### src/rtl/seq_scan_pkg.sv
// Shared types and constants for the serial pattern scanner.
// Latency: n/a (declarations only).
// Backpressure: n/a.
package seq_scan_pkg;

   // Handshake / serializer state
   typedef enum logic {
      IDLE  = 1'b0,
      SHIFT = 1'b1
   } state_e;

   // Detector configuration loaded by reset
   localparam logic [3:0] DEF_PATTERN = 4'b1011;
   localparam int         DEF_LEN     = 4;

   // Map a programmed length onto the range the core can compare:
   // zero means a single-bit pattern, anything longer than the
   // history register is truncated to the history length.
   function automatic int clamp_len(input int len, input int max_len);
      if (len == 0) begin
         return 1;
      end else if (len > max_len) begin
         return max_len;
      end else begin
         return len;
      end
   endfunction

endpackage

### src/rtl/pattern_match_core.sv
// Bit-serial pattern matcher: shifts one bit per valid cycle into a history register.
// Latency: match_o is registered, one cycle after the completing bit; hit_o is its combinational next value.
// Backpressure: none; consumes a bit on every cycle bit_vld_i is high.
//
// Ports: clk_i/reset_i (sync, active high), bit_in_i/bit_vld_i (serial input),
//        pattern_i/eff_len_i (already-clamped length), clear_i (drop history),
//        match_o (registered pulse), hit_o (same-cycle hit for the counter).
// Build option: SEQ_SCAN_OVERLAP_EN keeps history after a hit (overlapping matches).
module pattern_match_core
   import seq_scan_pkg::*;
#(
   parameter int PAT_W = 4,
   parameter int LEN_W = 3
) (
   input  logic             clk_i,
   input  logic             reset_i,
   input  logic             bit_in_i,
   input  logic             bit_vld_i,
   input  logic [PAT_W-1:0] pattern_i,
   input  logic [LEN_W-1:0] eff_len_i,
   input  logic             clear_i,
   output logic             match_o,
   output logic             hit_o
);

   logic [PAT_W-1:0] history_q;
   logic [LEN_W-1:0] fill_q;
   logic             match_q;

   logic [PAT_W-1:0] hist_shift;
   logic [LEN_W-1:0] fill_inc;
   logic [PAT_W-1:0] mask;
   logic             hit;

   always_comb begin
      // Newest bit enters at bit 0
      hist_shift = {history_q[PAT_W-2:0], bit_in_i};
      // Fill saturates at the history length; beyond that it carries no information
      fill_inc   = (fill_q >= LEN_W'(PAT_W)) ? fill_q : fill_q + LEN_W'(1);
      mask       = '0;
      for (int i = 0; i < PAT_W; i++) begin
         mask[i] = (i < int'(eff_len_i));
      end
      hit = bit_vld_i && !clear_i && (fill_inc >= eff_len_i) &&
            ((hist_shift & mask) == (pattern_i & mask));
   end

   always_ff @(posedge clk_i) begin
      if (reset_i || clear_i) begin
         history_q <= '0;
         fill_q    <= '0;
         match_q   <= 1'b0;
      end else begin
         match_q <= hit;
         if (bit_vld_i) begin
`ifdef SEQ_SCAN_OVERLAP_EN
            history_q <= hist_shift;
            fill_q    <= fill_inc;
`else
            // Non-overlapping: the next hit must be built from fresh bits
            if (hit) begin
               history_q <= '0;
               fill_q    <= '0;
            end else begin
               history_q <= hist_shift;
               fill_q    <= fill_inc;
            end
`endif
         end
      end
   end

   assign match_o = match_q;
   assign hit_o   = hit;

endmodule

### src/rtl/seq_scan_ctrl.sv
// Byte-stream front end: serializes bytes MSB-first into the pattern core, counts hits, raises sticky irq.
// Latency: bit 7 reaches the core the cycle after the handshake; match/count/irq one cycle after each bit.
// Backpressure: in_ready_o only in IDLE or on the last bit of a byte; 8 cycles/byte back-to-back.
//
// Ports: clk_i, reset_i (sync, active high);
//        cfg_we_i/cfg_pattern_i/cfg_len_i/cfg_thresh_i (honoured only while idle);
//        in_valid_i/in_data_i/in_ready_o (byte handshake); busy_o (serializing);
//        match_o (hit pulse), match_cnt_o (saturating count), irq_o/irq_clr_i (sticky threshold irq).
// Build option: SEQ_SCAN_OVERLAP_EN selects overlapping detection in the core.
module seq_scan_ctrl
   import seq_scan_pkg::*;
#(
   parameter int PAT_W = 4,
   parameter int LEN_W = 3,
   parameter int CNT_W = 8
) (
   input  logic             clk_i,
   input  logic             reset_i,
   input  logic             cfg_we_i,
   input  logic [PAT_W-1:0] cfg_pattern_i,
   input  logic [LEN_W-1:0] cfg_len_i,
   input  logic [CNT_W-1:0] cfg_thresh_i,
   input  logic             in_valid_i,
   input  logic [7:0]       in_data_i,
   output logic             in_ready_o,
   output logic             busy_o,
   output logic             match_o,
   output logic [CNT_W-1:0] match_cnt_o,
   output logic             irq_o,
   input  logic             irq_clr_i
);

   state_e           state_q;
   logic [7:0]       data_q;
   logic [2:0]       bit_idx_q;
   logic             ready_q;
   logic             busy_q;

   logic [PAT_W-1:0] pattern_q;
   logic [LEN_W-1:0] len_q;
   logic [CNT_W-1:0] thresh_q;

   logic [CNT_W-1:0] cnt_q, cnt_d;
   logic             irq_q, irq_d;
   logic             irq_set;

   logic             cfg_load;
   logic             core_hit;
   logic [LEN_W-1:0] eff_len;

   assign cfg_load = cfg_we_i && (state_q == IDLE);
   assign eff_len  = LEN_W'(clamp_len(int'(len_q), PAT_W));

   // Handshake FSM; ready_q mirrors "IDLE or last bit" one cycle ahead
   always_ff @(posedge clk_i) begin
      if (reset_i) begin
         state_q   <= IDLE;
         data_q    <= '0;
         bit_idx_q <= '0;
         ready_q   <= 1'b1;
         busy_q    <= 1'b0;
      end else begin
         case (state_q)
            IDLE: begin
               if (in_valid_i) begin
                  data_q    <= in_data_i;
                  bit_idx_q <= 3'd7;
                  state_q   <= SHIFT;
                  ready_q   <= 1'b0;
                  busy_q    <= 1'b1;
               end
            end
            SHIFT: begin
               if (bit_idx_q == 3'd0) begin
                  if (in_valid_i) begin
                     data_q    <= in_data_i;
                     bit_idx_q <= 3'd7;
                     ready_q   <= 1'b0;
                  end else begin
                     state_q <= IDLE;
                     ready_q <= 1'b1;
                     busy_q  <= 1'b0;
                  end
               end else begin
                  bit_idx_q <= bit_idx_q - 3'd1;
                  ready_q   <= (bit_idx_q == 3'd1);
               end
            end
            default: begin
               state_q <= IDLE;
               ready_q <= 1'b1;
               busy_q  <= 1'b0;
            end
         endcase
      end
   end

   always_ff @(posedge clk_i) begin
      if (reset_i) begin
         pattern_q <= PAT_W'(DEF_PATTERN);
         len_q     <= LEN_W'(DEF_LEN);
         thresh_q  <= '0;
      end else if (cfg_load) begin
         pattern_q <= cfg_pattern_i;
         len_q     <= cfg_len_i;
         thresh_q  <= cfg_thresh_i;
      end
   end

   pattern_match_core #(
      .PAT_W (PAT_W),
      .LEN_W (LEN_W)
   ) u_core (
      .clk_i     (clk_i),
      .reset_i   (reset_i),
      .bit_in_i  (data_q[bit_idx_q]),
      .bit_vld_i (state_q == SHIFT),
      .pattern_i (pattern_q),
      .eff_len_i (eff_len),
      .clear_i   (cfg_load),
      .match_o   (match_o),
      .hit_o     (core_hit)
   );

   always_comb begin
      cnt_d   = cnt_q;
      irq_d   = irq_q;
      irq_set = 1'b0;
      if (cfg_load) begin
         cnt_d = '0;
         irq_d = 1'b0;
      end else begin
         if (core_hit) begin
            cnt_d = (&cnt_q) ? cnt_q : cnt_q + CNT_W'(1);
         end
         // Every hit at or past a nonzero threshold asserts set, so a clear
         // landing on the same cycle as such a hit cannot drop the irq.
         irq_set = core_hit && (thresh_q != '0) && (cnt_d >= thresh_q);
         if (irq_set) begin
            irq_d = 1'b1;
         end else if (irq_clr_i) begin
            irq_d = 1'b0;
         end
      end
   end

   always_ff @(posedge clk_i) begin
      if (reset_i) begin
         cnt_q <= '0;
         irq_q <= 1'b0;
      end else begin
         cnt_q <= cnt_d;
         irq_q <= irq_d;
      end
   end

   assign in_ready_o  = ready_q && !reset_i;
   assign busy_o      = busy_q;
   assign match_cnt_o = cnt_q;
   assign irq_o       = irq_q;

endmodule
### config.mk
export PLATFORM = sky130hd
export DESIGN_NAME = seq_scan_ctrl
export DESIGN_NICKNAME = d
export VERILOG_FILES = /design/src/rtl/seq_scan_pkg.sv /design/src/rtl/pattern_match_core.sv /design/src/rtl/seq_scan_ctrl.sv
export SDC_FILE = /design/constraint.sdc
export NUM_CORES = 1
export LEC_CHECK = 0
export ABC_CLOCK_PERIOD_IN_PS = 4100
export BUFFER_PORTS_ARGS = -buffer_cell sky130_fd_sc_hd__clkbuf_2
export CAP_MARGIN = 20
export CORE_MARGIN = 2
export CORE_UTILIZATION = 45
export DETAILED_ROUTE_END_ITERATION = 10
export PLACE_DENSITY_LB_ADDON = 0.1
export SYNTH_ARGS = -nofsm -noshare
export SYNTH_HDL_FRONTEND = slang
export SYNTH_SLANG_ARGS = --single-unit
### constraint.sdc
create_clock -name clk_i -period 4.1 [get_ports clk_i]
set_input_delay 0.205 -clock clk_i [delete_from_list [all_inputs] [get_ports clk_i]]
set_output_delay 0.205 -clock clk_i [all_outputs]
set_load 0.005 [all_outputs]
==> results of run 1 <==
[routing by layer]
metal / global-route usage / up-vias
met5: 0 / -
met4: 0.0544 / 0
met3: 0.0402 / 7
met2: 0.260 / 32
met1: 0.249 / 954
li1: - / 1081
[layout make-up]
cell class	count	share of cell area
repair buffers	40	0.0734
flip-flops and latches	45	0.326
well taps	70	0.0317
multi-input cells	219	0.513
inverters	19	0.0258
clock inverters	2	0.00362
clock buffers	6	0.0263
[critical path: stages (launching register included)]
cell and delay [ps]:
dfxtp_1 420, inv_1 70, ha_1 280, mux2_2 270, ha_1 270, o21ai_0 90
a211oi_2 330, and4_4 410, nand3_1 170, xnor2_1 160, ha_1 300, a21o_1 180
a21o_1 160, a21oi_1 130, o31ai_1 80, nand3_1 80, a21oi_1 60
[power breakdown]
| part | leakage (nW) | switching [mW] | internal (mW) | total (mW) |
|---|---|---|---|---|
| combinational | 0.790 | 0.0763 | 0.0657 | 0.142 |
| sequential | 0.369 | 0.0224 | 0.459 | 0.482 |
| clock | 0.0450 | 0.152 | 0.118 | 0.270 |
| total | 1.20 | 0.251 | 0.644 | 0.894 |
[cell usage in the layout (no fill, tap or decap), types with 3 or more instances in the layout]
master	instances
nand2_1	55
dfxtp_1	45
clkbuf_2	39
a21oi_1	31
inv_1	18
ha_1	18
nor2_1	17
nand3_1	12
xnor2_1	8
nand2b_1	5
clkbuf_8	5
mux2i_1	4
o21ai_1	4
o21ai_0	4
a21o_1	4
nor3_1	4
nand3b_1	4
nand4_1	3
nor2b_1	3
a211oi_1	3
[sequential cells by signal (all words and copies together) (netlist names)]
name              count
bit_idx_q             3
busy_o                1
data_q                8
irq_o                 1
len_q                 3
match_cnt_o           8
pattern_q             4
ready_q               1
state_q               1
thresh_q              8
u_core.fill_q         3
u_core.history_q      3
u_core.match_o        1
[logic make-up after synthesis]
kind of cell,after synthesis,share of synthesized area
multiplexers,9,0.0421
flip-flops,45,0.365
adder cells (fa/ha/maj),18,0.0913
XOR/XNOR,9,0.0320
buffers and inverters,33,0.0604
AO/OA/AOI/OAI,60,0.158
AND/OR/NAND/NOR,123,0.251
[final timing paths]
kind	startpoint	to	depth (start not counted)
max	u_core.fill_q[0]	irq_o	16
min	cfg_len_i[2]	len_q[2]	2
max reg2reg	u_core.fill_q[0]	irq_o	16
min reg2reg	data_q[4]	data_q[4]	2
==> results.txt, run 1 <==
- Outcome: finished, final reports clean
- Number of standard-cell rows in the floorplan: 26
* Clock buffer depth: 2
* Number of top-level pins: 40
- Relative to the synthesized area, the layout overhead comes to 12.0%.
- Number of instances in the synthesized netlist: 297
- Post-CTS repair timing setup buffer count: 0
- Dpl cells: 393
- At the pin with the least slew margin, the transition time is 648 ps.
* Placed instance area: 2680 um2
- The die covers 6090 um2.
* Async S/R FF share, synth: 0
- Nets: 376
* Setup Slack @ Placement: around 530 ps
* CORE AREA: approximately 5200 um2
- nand2_1 is the most common cell in the netlist.
* Antenna violations before repair: 0
- Worst skew pair latency: about 300 ps
* Arrival time worst endpoint: ~3800 ps
- Cells taking the most area after synthesis: dfxtp_1 (37%), ha_1 (9.1%), nand2_1 (8.4%)
* Final cell count without fillers: around 400
- Via count of the first global-routing pass: 1,844
- CTS sink cnt: 45
- Detailed placement ended at an HPWL of roughly 3.6 mm.
- Worst Setup Start Kind: register
* Maximum number of pins on one net before global-route repair: 35
- Max-cap violations in this run came to 0.
* Sum of met2 wire segment lengths after detailed routing: 2.19 mm
- Buffers placed on the I/O ports in this run total 39.
* Max-Slew Margin vs Limit: 0.567
- Die width: 78.0 um
- Maximum vdd drop: 0.000168 V
* Count of pins over their slew limit: 0
- Post-synthesis net count: 343
- The worst hold path belongs to the class in -> reg.
- The worst setup path is captured at a register.
- Starting utilization of the core area: 0.474
- Clock input transition at the sequential cells of the worst setup and hold paths: 90 ps
* Remaining antenna violation count after routing: 0
- Leading cell types by count after synthesis: nand2_1 (55), dfxtp_1 (45), a21oi_1 (31)
- Setup repair after global routing left no endpoint under its margin.
- Worst hold slack: 111 ps
- Setup TNS: 0 ps
- Period utilisation layout: 0.873
- From bottom edge to top edge, the die measures 78.0 um.
- Clock period minus worst slack: 3580 ps
* Syn_area_per_cell: 8.30 um2
* Leftover overflow at the end of global routing: 0
- For this design the static power due to leakage is 1.20 nW.
* Final design area excluding fillers: 2760 um2
- Of the cells placed in the final design, the portion with a size suffix greater than 1 is 0.202.
- N_diodes: 0
- Routed met3 length: 193 um
- Final number of setup-violating endpoints: 0
- Register area: 901 um2
* Multi-input combinational cell area: 1420 um2
* Iteration-0 DRC count of the detailed router: 67
- Once routing completed, OpenROAD measured the worst setup slack at 521 ps.
* Global router's overall resource usage: 0.174
* Util after Layout: 0.531
- CP Class: reg -> reg
- The share of synthesized area in the top cell type comes to 0.365.
- Clock tree synthesis selected as its root buffer the cell clkbuf_8.
* Achievable Freq: roughly 280 MHz
- Dividing the detail-routed wire length by the instance count gives 12.5 um.
* Vias after detailed routing: roughly 2.1k
- In this run, synthesis inferred 0 flip-flops with an integrated enable.
- Number of inserted filler cells in the final layout: between 500 and 600
* CTS resizes: 0
- For flop-to-flop paths, the worst setup slack is between 500 and 600 ps.
- The highest metal layer carrying signal wires in the routed design is met4.
- Along the worst path, the maximum fanout reaches 15.
- Data required time at the worst endpoint: 4280 ps
- In the final routing, the length of wire on met1 measures 2.55 mm.
- Hold violation count in the final report: 0
- In the routed design, unresolved DRC markers number 0.
* Post-synth top flop: dfxtp_1
- Number of different library cells in the post-synthesis netlist: 52
* Maximum level of the CTS H-tree: 2
- In this run the cell area of the synthesized design comes to 2470 um2.
* TritonCTS clock tree: yes
* Fraction of the yosys area taken by sequential cells: 0.365
- Final wirelength: 5.00 mm
- First-pass GRT wire length: 8.55 mm
- Power Total: 0.894 mW
- dfxtp_1 takes more of the synthesized area than any other cell.
- Num CTS Buffers: 5
* GP Congestion: between 0.8 and 0.9
- Clock skew after layout: slightly below 6 ps
- Power Dens Cells: 324 nW/um2
* Yosys Warn Count: 0
* First-pass iteration count of the detailed router: 4
- Mean number of vias per cell: 5.17
* Register bit count reported by yosys: 45
- Hold repair after CTS inserted 0 buffers.
Power figures use the tool's default switching activity.
==> run 2: changes to the inputs <==
--- a/config.mk
+++ b/config.mk
@@ -8,8 +8,10 @@
 export ABC_CLOCK_PERIOD_IN_PS = 4100
 export BUFFER_PORTS_ARGS = -buffer_cell sky130_fd_sc_hd__clkbuf_2
 export CAP_MARGIN = 20
+export CELL_PAD_IN_SITES_DETAIL_PLACEMENT = 1
+export CELL_PAD_IN_SITES_GLOBAL_PLACEMENT = 2
 export CORE_MARGIN = 2
-export CORE_UTILIZATION = 45
+export CORE_UTILIZATION = 33
 export DETAILED_ROUTE_END_ITERATION = 10
 export PLACE_DENSITY_LB_ADDON = 0.1
 export SYNTH_ARGS = -nofsm -noshare
==> run 2 against run 1 <==
Effect of this change:
- register-to-register slack worse by 40 ps
- maximum frequency is 1.1% lower
- routed wire length is 19% higher
- largest power group unchanged
- critical path type unchanged
- utilization is 14 points lower
- largest cell class unchanged
- worst setup slack worse by 39 ps
- cell area is 2.5% higher
==> results.txt, run 2 (synthesis results as in run 1) <==
- After clock tree synthesis, the clock-pin slew on the worst setup and hold paths is 90 ps.
- Maximum vdd drop: 0.000141 V
- Worst Setup Start Kind: register
- Counting along the longest clock path gives a buffer depth of 2.
- The initialized floorplan defines 31 standard-cell rows.
* Leftover overflow at the end of global routing: 0
- Via count of the first global-routing pass: 2,071
- GP Congestion: around 0.76
- For this configuration, the core starts out at a cell density of 0.340.
- The die is 90.4 um wide.
- Worst reg2reg path endpoint: irq_o
- For the pin with the worst max-slew slack, the measured transition is about 750 ps.
- After clock tree synthesis, the setup repair step added 0 buffers.
* Final design area excluding fillers: 2830 um2
- Setup repair after global routing left no endpoint under its margin.
- The analysis attributes to cell leakage a power of 1.22 nW.
- Internal power: 0.724 mW
- For this run, the total global-route usage over all layers was measured as 0.151.
- CORE AREA: 7250 um2
- Floorplan die area: 8180 um2
- The library cell used most frequently in the layout, excluding fill and tap cells, is nand2_1.
- Crit. Startpoint: u_core.fill_q[0]
* First-pass GRT wire length: about 10 mm
* Placed instance area: 2720 um2
- Of the total power, combinational logic draws 0.149.
- The worst hold path belongs to the class in -> reg.
- Gates resized during post-CTS repair numbered 0.
- Port buffering added 39 buffers.
- Hold violation count in the final report: 0
- The clock drives 45 sinks.
- Clock period minus worst slack: roughly 3600 ps
* Final number of setup-violating endpoints: 0
- Clock skew after layout: 7.39 ps
- In this run the worst setup path terminates at irq_o.
- In this run the power density over the cells is between 300 and 400 nW/um2.
- Worst hold slack: 98.7 ps
- Master cell of the clock root buffer: clkbuf_8
* Outcome: finished, final reports clean
- Final wirelength: between 5 and 6 mm
- Max-Slew Margin vs Limit: 0.500
- From synthesis to final layout, the design area changed by 14.8%.
- Mean number of vias per cell: just under 5
- Post-CTS Hold Buffers: 0
* Detailed-route DRC error count: 0
* Proportion of power drawn by flip-flops and latches: 0.489
- Of the cells placed in the final design, the portion with a size suffix greater than 1 is 0.202.
- Category of the worst setup path capture point: register
* Vertical die dimension: 90.4 um
- Detailed placement ended at an HPWL of 4.38 mm.
* Maximum capacitance violations: 0
- The final route contains roughly 2.1k vias.
- 0 antenna diodes ended up in the layout.
- CP Class: reg -> reg
- Entering global routing, the biggest net connects 35 pins.
- TritonCTS built the clock tree.
* First-pass iteration count of the detailed router: 4
- Register-to-register setup slack: 480 ps
- The count of nets left with antenna violations once routing finished came out at 0.
- Antenna violations before repair: 0
- The clock tree synthesis step divided the H-tree into 2 levels.
- For this block, the initial DRC count from the detailed router was 51.
- Proportion of total power due to net switching: 0.265
* Num CTS Buffers: 5
- STA puts the critical path data required time at 4280 ps.
- Leaving out fill and tap cells, the most frequent cells in the layout are nand2_1 (55), dfxtp_1 (45), clkbuf_2 (39).
- In this run the worst path has a maximum fanout of 15.
* Count of pins over their slew limit: 0
- Counting the fill cells in the layout gives 904.
- For this design the top-level I/O count stands at 40.
- In the final design database the tool counted 376 nets.
- The startpoint identified for the worst register-to-register timing path is u_core.fill_q[0].
* Worst skew pair latency: 300 ps
- For the worst flop-to-flop path, the logic depth is 16.
- Summed over all nets, the switching power comes to 0.261 mW.
* Period utilisation layout: 0.882
- Achievable Freq: approximately 280 MHz
- Adding up every negative setup slack in the final design gives 0 ps.
- In the final routed layout, each cell accounts on average for 13.9 um.
- Share of power burned in the clock network: 0.362
* Arrival time worst endpoint: ~3800 ps
## run 2: cell type report
class / count / area, um2 / share of cell area
multi-input combinational: 219 / 1420 / 0.500
tap: 99 / 124 / 0.0437
clock buffer: 7 / 86.3 / 0.0305
clock inverter: 1 / 30.0 / 0.0106
inverter: 19 / 71.3 / 0.0252
timing repair buffer: 40 / 203 / 0.0716
sequential: 45 / 901 / 0.318
## run 2: how the worst min path moves through the flow
| stage | depth (start not counted) | slack [ps] | to | startpoint |
|---|---|---|---|---|
| 3_3_place_gp | 2 | 410 | len_q[2] | cfg_len_i[2] |
| 5_1_grt | 2 | 90 | len_q[2] | cfg_len_i[2] |
| 4_1_cts | 2 | 90 | len_q[2] | cfg_len_i[2] |
| 2_1_floorplan | 1 | 320 | len_q[2] | cfg_len_i[2] |
| 3_5_place_dp | 2 | 410 | len_q[2] | cfg_len_i[2] |
| 6_report | 2 | 100 | len_q[2] | cfg_len_i[2] |
## run 2: metrics by stage
stage               setup WS, ps  instances   util  power [mW]
floorplan                    792        297      -       0.599
global placement             613        422  0.374       0.640
detailed placement           484        422  0.374       0.643
CTS                          463        430  0.390        1.00
global route                 248        430  0.390        1.05
finish                       483        430  0.390       0.986
## run 2: layer usage
metal / GRT usage / share of wire / vias up / wire length, um
li1: - / - / 1077 / -
met1: 0.220 / 0.54 / 973 / 3200
met2: 0.222 / 0.42 / 28 / 2530
met3: 0.0301 / 0.026 / 6 / 157
met4: 0.0462 / 0.013 / 0 / 76
met5: 0 / 0 / - / 0
## run 2: critical path, stage by stage, from the launching register on
cell and delay, ps:
dfxtp_1 420, inv_1 70, ha_1 280, mux2_2 280
ha_1 270, o21ai_0 90, a211oi_2 330, and4_4 420
nand3_1 160, xnor2_1 170, ha_1 300, a21o_1 180
a21o_1 160, a21oi_1 130, o31ai_1 90, nand3_1 90
a21oi_1 60
## run 2: power by group through the flow
| stage | clock network, mW | logic (mW) | registers [mW] |
|---|---|---|---|
| finish | 0.356 | 0.147 | 0.482 |
| global route | 0.390 | 0.169 | 0.486 |
| floorplan | 0 | 0.118 | 0.481 |
| global placement | 0 | 0.148 | 0.493 |
| detailed placement | 0 | 0.150 | 0.493 |
| CTS | 0.369 | 0.151 | 0.483 |
